===== src/rtl/slave_bus_master.sv =====
// slave_bus_master: single-request bus sequencer driving CARDSEL/WR_N/AI/DO to the DLX slave, with ack timeout and stray-ack flag
module slave_bus_master #(
    parameter int ADDR_W         = 10,
    parameter int DATA_W         = 32,
    parameter int TIMEOUT_CYCLES = 16
) (
    input  logic              CLK,
    input  logic              RESET,
    input  logic              req_valid,
    output logic              req_ready,
    input  logic              req_write,
    input  logic [ADDR_W-1:0] req_addr,
    input  logic [DATA_W-1:0] req_wdata,
    output logic              rsp_valid,
    input  logic              rsp_ready,
    output logic [DATA_W-1:0] rsp_rdata,
    output logic              rsp_err,
    output logic              CARDSEL,
    output logic              WR_N,
    output logic [ADDR_W-1:0] AI,
    output logic [DATA_W-1:0] DO,
    input  logic [DATA_W-1:0] DI,
    input  logic              SACK_N,
    output logic              stray_ack
);
    localparam int CW = (TIMEOUT_CYCLES > 1) ? $clog2(TIMEOUT_CYCLES) : 1;
    typedef enum logic [1:0] {IDLE, BUS, RESP} state_t;
    state_t            state_q, state_d;
    logic [CW-1:0]     cnt_q, cnt_d;
    logic              cardsel_q, cardsel_d, wr_n_q, wr_n_d;
    logic [ADDR_W-1:0] ai_q, ai_d;
    logic [DATA_W-1:0] do_q, do_d, rdata_q, rdata_d;
    logic              rsp_valid_q, rsp_valid_d, err_q, err_d, stray_q, stray_d;
    always_ff @(posedge CLK) begin
        if (RESET) begin
            state_q     <= IDLE;
            cnt_q       <= '0;
            cardsel_q   <= 1'b0;
            wr_n_q      <= 1'b1;
            ai_q        <= '0;
            do_q        <= '0;
            rdata_q     <= '0;
            rsp_valid_q <= 1'b0;
            err_q       <= 1'b0;
            stray_q     <= 1'b0;
        end else begin
            state_q     <= state_d;
            cnt_q       <= cnt_d;
            cardsel_q   <= cardsel_d;
            wr_n_q      <= wr_n_d;
            ai_q        <= ai_d;
            do_q        <= do_d;
            rdata_q     <= rdata_d;
            rsp_valid_q <= rsp_valid_d;
            err_q       <= err_d;
            stray_q     <= stray_d;
        end
    end
    always_comb begin
        state_d     = state_q;
        cnt_d       = cnt_q;
        cardsel_d   = cardsel_q;
        wr_n_d      = wr_n_q;
        ai_d        = ai_q;
        do_d        = do_q;
        rdata_d     = rdata_q;
        rsp_valid_d = rsp_valid_q;
        err_d       = err_q;
        stray_d     = stray_q | (~SACK_N & (state_q != BUS));
        case (state_q)
            IDLE: if (req_valid) begin
                state_d   = BUS;
                cardsel_d = 1'b1;
                wr_n_d    = ~req_write;
                ai_d      = req_addr;
                do_d      = req_wdata;
                cnt_d     = '0;
            end
            BUS: begin
                // ack takes priority over a timeout landing on the same edge
                if (!SACK_N || cnt_q == CW'(TIMEOUT_CYCLES - 1)) begin
                    state_d     = RESP;
                    cardsel_d   = 1'b0;
                    rsp_valid_d = 1'b1;
                    err_d       = SACK_N;
                    rdata_d     = (!SACK_N && wr_n_q) ? DI : '0;
                end else begin
                    cnt_d = cnt_q + CW'(1);
                end
            end
            RESP: if (rsp_ready) begin
                state_d     = IDLE;
                rsp_valid_d = 1'b0;
            end
            default: state_d = IDLE;
        endcase
    end
    assign req_ready = (state_q == IDLE);
    assign rsp_valid = rsp_valid_q;
    assign rsp_rdata = rdata_q;
    assign rsp_err   = err_q;
    assign CARDSEL   = cardsel_q;
    assign WR_N      = wr_n_q;
    assign AI        = ai_q;
    assign DO        = do_q;
    assign stray_ack = stray_q;
endmodule


===== config.mk =====
export PLATFORM = sky130hd
export DESIGN_NAME = slave_bus_master
export DESIGN_NICKNAME = d
export VERILOG_FILES = /design/src/rtl/slave_bus_master.sv
export SDC_FILE = /design/constraint.sdc
export NUM_CORES = 1
export LEC_CHECK = 0
export BUFFER_PORTS_ARGS = -buffer_cell sky130_fd_sc_hd__buf_4
export CAP_MARGIN = 20
export CELL_PAD_IN_SITES_DETAIL_PLACEMENT = 0
export CELL_PAD_IN_SITES_GLOBAL_PLACEMENT = 1
export CORE_UTILIZATION = 29
export DETAILED_ROUTE_END_ITERATION = 8
export GPL_TIMING_DRIVEN = 0
export PLACE_DENSITY = 0.79
export SYNTH_ARGS = -nofsm -noshare
export SYNTH_HDL_FRONTEND = slang
export SYNTH_SLANG_ARGS = --single-unit

===== constraint.sdc =====
create_clock -name CLK -period 1.3 [get_ports CLK]
set_input_delay 0.26 -clock CLK [delete_from_list [all_inputs] [get_ports CLK]]
set_output_delay 0.26 -clock CLK [all_outputs]
set_load 0.05 [all_outputs]

==> flow_summary.json <==
{
  "synth_common_cells": "nand2_1 (151), dfxtp_1 (85), a21oi_1 (44), mux2i_1 (33), clkbuf_1 (10)",
  "finClkSkew_ns": 0.00722,
  "fillers": 1076,
  "max_slew_margin_pct": 56.9,
  "wl_met3_um": 944,
  "r2r_start": "state_q[1]$_SDFFE_PP0P_",
  "required_ns": 1.52,
  "yosys_warnings": 0,
  "cts.sinks": 85,
  "syn_inst": 374,
  "antennaDiodeCount": 0,
  "maxCapViolCount": 0,
  "setup_ws_ns": -0.0613,
  "final_nets": 647,
  "syn_to_final_growth_pct": 63.3,
  "crit_path_end_kind": "flip-flop",
  "peakVddDrop_uv": 472,
  "dp_hpwl_um": 6650,
  "placed_area_um2": 4640,
  "ctsHtreeMaxLevel": 3,
  "global_route.usage.total_pct": 15.7,
  "dp.cells": 673,
  "status": "finished, violations left",
  "max_freq_ghz": 0.735,
  "startpoint_type": "flip-flop",
  "tns_ns": -1.31,
  "maxSlewViolCount": 0,
  "path_class": "flip-flop to flip-flop",
  "die_w_um": 108,
  "antenna_found_initial": 0,
  "layout_min_cycle_time_ns": 1.36,
  "grt_pass1_wl_um": 14200,
  "hold_depth": 2,
  "gp_congestion": 0.768,
  "finalSetupViolCount": 61,
  "worstPathArrival_ns": 1.58,
  "hp-class": "input port to flip-flop",
  "min_to": "WR_N$_SDFFE_PP1P_",
  "syn_nets": 455,
  "clockRootBuffer": "clkbuf_8",
  "wl_met1_um": 3920,
  "drive_gt1_share_pct": 45.0,
  "critPathMaxFanout": 6,
  "yosysSeqAreaShare_pct": 52.3,
  "die_area_um2": 11700,
  "top_layer": "met4",
  "clkLatencyLatePin_ns": 0.35,
  "cts.clk_slew.worst_paths_ns": 0.08,
  "die_y_um": 108,
  "initial_utilization_pct": 29.9,
  "synth.area.top_cells": "dfxtp_1 (52%), nand2_1 (17%), mux2i_1 (10%)",
  "cts-buffers-inserted": 9,
  "cts_tree": "built",
  "yosysTopAreaCell": "dfxtp_1",
  "final_area_um2": 5320,
  "overflow": 0,
  "grt_max_degree": 14,
  "dp_slack_ns": -0.181,
  "drt-wirelength-per-cell_um": 13.2,
  "powerDensity_nw_per_um2": 1130,
  "reg2reg_slack_ns": -0.06,
  "port_buffers": 159,
  "total_power_w": 0.00598,
  "min_from": "req_write",
  "violations": "negative setup slack",
  "ios": 160,
  "multi_input_area_um2": 1530,
  "totalWireLength_um": 9410,
  "ys_types": 35,
  "synth_edf_count": 0,
  "hold_viol": 0,
  "vias": 3182,
  "rows": 38,
  "antenna_left": 0,
  "period_share_pct": 105,
  "vias_per_cell": 4.48,
  "core-area_um2": 10900,
  "p_leak_nw": 2.52,
  "firstDrtPassIters": 4,
  "ys.flop_type": "dfxtp_1",
  "drt_iter0_drc": 120,
  "yosysTopAreaCellShare_pct": 52.3,
  "grt_pass1_vias": 3005,
  "syn_area_um2": 3260,
  "yosysMostFrequentCell": "nand2_1",
  "synth_async_sr_flop_share_pct": 0,
  "drc": 0,
  "wl_met2_um": 4460,
  "stdcell_count": 711,
  "r2r_end": "DO[12]$_SDFFE_PP0P_",
  "worstMarginPinSlew_ns": 0.647,
  "rsz0062_at_grt": "yes",
  "rr_worst_depth": 5,
  "avgSynthCellArea_um2": 8.70,
  "cts.path.max_buffers": 2,
  "seq_area_um2": 1710,
  "postCtsHoldBufs": 0,
  "ys_ff_latch": 85
}
==> cells in the final DEF (no fill, tap or decap), types with 2 or more instances in the layout <==
master,instances
buf_4,175
nand2_1,135
dfxtp_1,80
a21oi_1,34
mux2i_1,32
clkbuf_8,11
a21oi_2,10
nand2_2,10
clkbuf_1,9
buf_8,6
nand2_4,6
buf_6,6
nor2_1,5
clkbuf_16,4
dfxtp_2,3
inv_1,3
buf_12,3
nand3b_1,3
nand3_1,3
clkinv_2,3
nor3b_4,2
buf_2,2
dfxtp_4,2
==> sequential cells by signal, summed over array words and instances, names as in the netlist <==
name and flops:
DO 32, rsp_rdata 32, AI 10, cnt_q 4, state_q 2, CARDSEL 1, WR_N 1, rsp_err 1
rsp_valid 1, stray_ack 1
==> layer usage <==
layer  up-vias  global-route usage [%]
met5         -                       0
met4         0                    6.46
met3         9                    5.49
met2       127                    26.0
met1      1437                    18.3
li1       1609                       -
==> metrics by stage <==
step                hold WS, ns  utilization [%]
CTS                      0.0900             46.8
detailed placement        0.448             42.6
global placement          0.443             42.6
global route              0.102             48.8
finish                    0.109             48.8
floorplan                 0.373                -
==> area by class of cell <==
type | count | area share [%]
multi-input combinational | 261 | 28.8
clock buffer | 12 | 2.92
tap | 140 | 3.30
timing repair buffer | 181 | 27.4
inverter | 3 | 0.212
buffer | 25 | 4.68
clock inverter | 4 | 0.424
sequential | 85 | 32.2
==> kinds of logic after synthesis <==
group,count (synthesis),synth area share (%)
simple gates,172,21.9
mux,33,10.1
compound gates,55,9.69
flops,85,52.3
fa+ha+maj,1,0.384
buf+inv,28,5.65
==> how the worst max path moves through the flow <==
stage / depth (start not counted) / start / slack [ns] / to
after floorplan: 5 / state_q[1]$_SDFFE_PP0P_ / 0.005 / WR_N$_SDFFE_PP1P_
after global placement: 5 / SACK_N / -0.15 / rsp_rdata[26]$_SDFFE_PP0P_
after detailed placement: 4 / RESET / -0.18 / AI[2]$_SDFFE_PP0P_
after CTS: 5 / state_q[0]$_SDFFE_PP0P_ / -0.04 / WR_N$_SDFFE_PP1P_
after global routing: 5 / state_q[1]$_SDFFE_PP0P_ / -0.11 / DO[12]$_SDFFE_PP0P_
final: 5 / state_q[1]$_SDFFE_PP0P_ / -0.06 / DO[12]$_SDFFE_PP0P_
==> report_power, final <==
| part | internal, W | switching [W] | leakage, nW |
|---|---|---|---|
| clock | 0.000791 | 0.000922 | 0.0921 |
| combinational | 0.000627 | 0.000843 | 1.73 |
| sequential | 0.00272 | 0.0000774 | 0.696 |
| total | 0.00414 | 0.00184 | 2.52 |
==> repair_timing <==
action	4_1_cts	5_1_grt
cloned	3	4
gates resized for setup	44	32
hold endpoints to repair	0	0
pin swaps	22	10
endpoints found under the setup margin	79	81
buffers inserted	12	3
==> critical path, stage by stage, from the launching register on <==
cell and delay [ns]:
dfxtp_4 0.37, or3b_4 0.41, buf_8 0.16, buf_4 0.15
nand2_1 0.08, a21oi_1 0.06
Power figures use the tool's default switching activity.
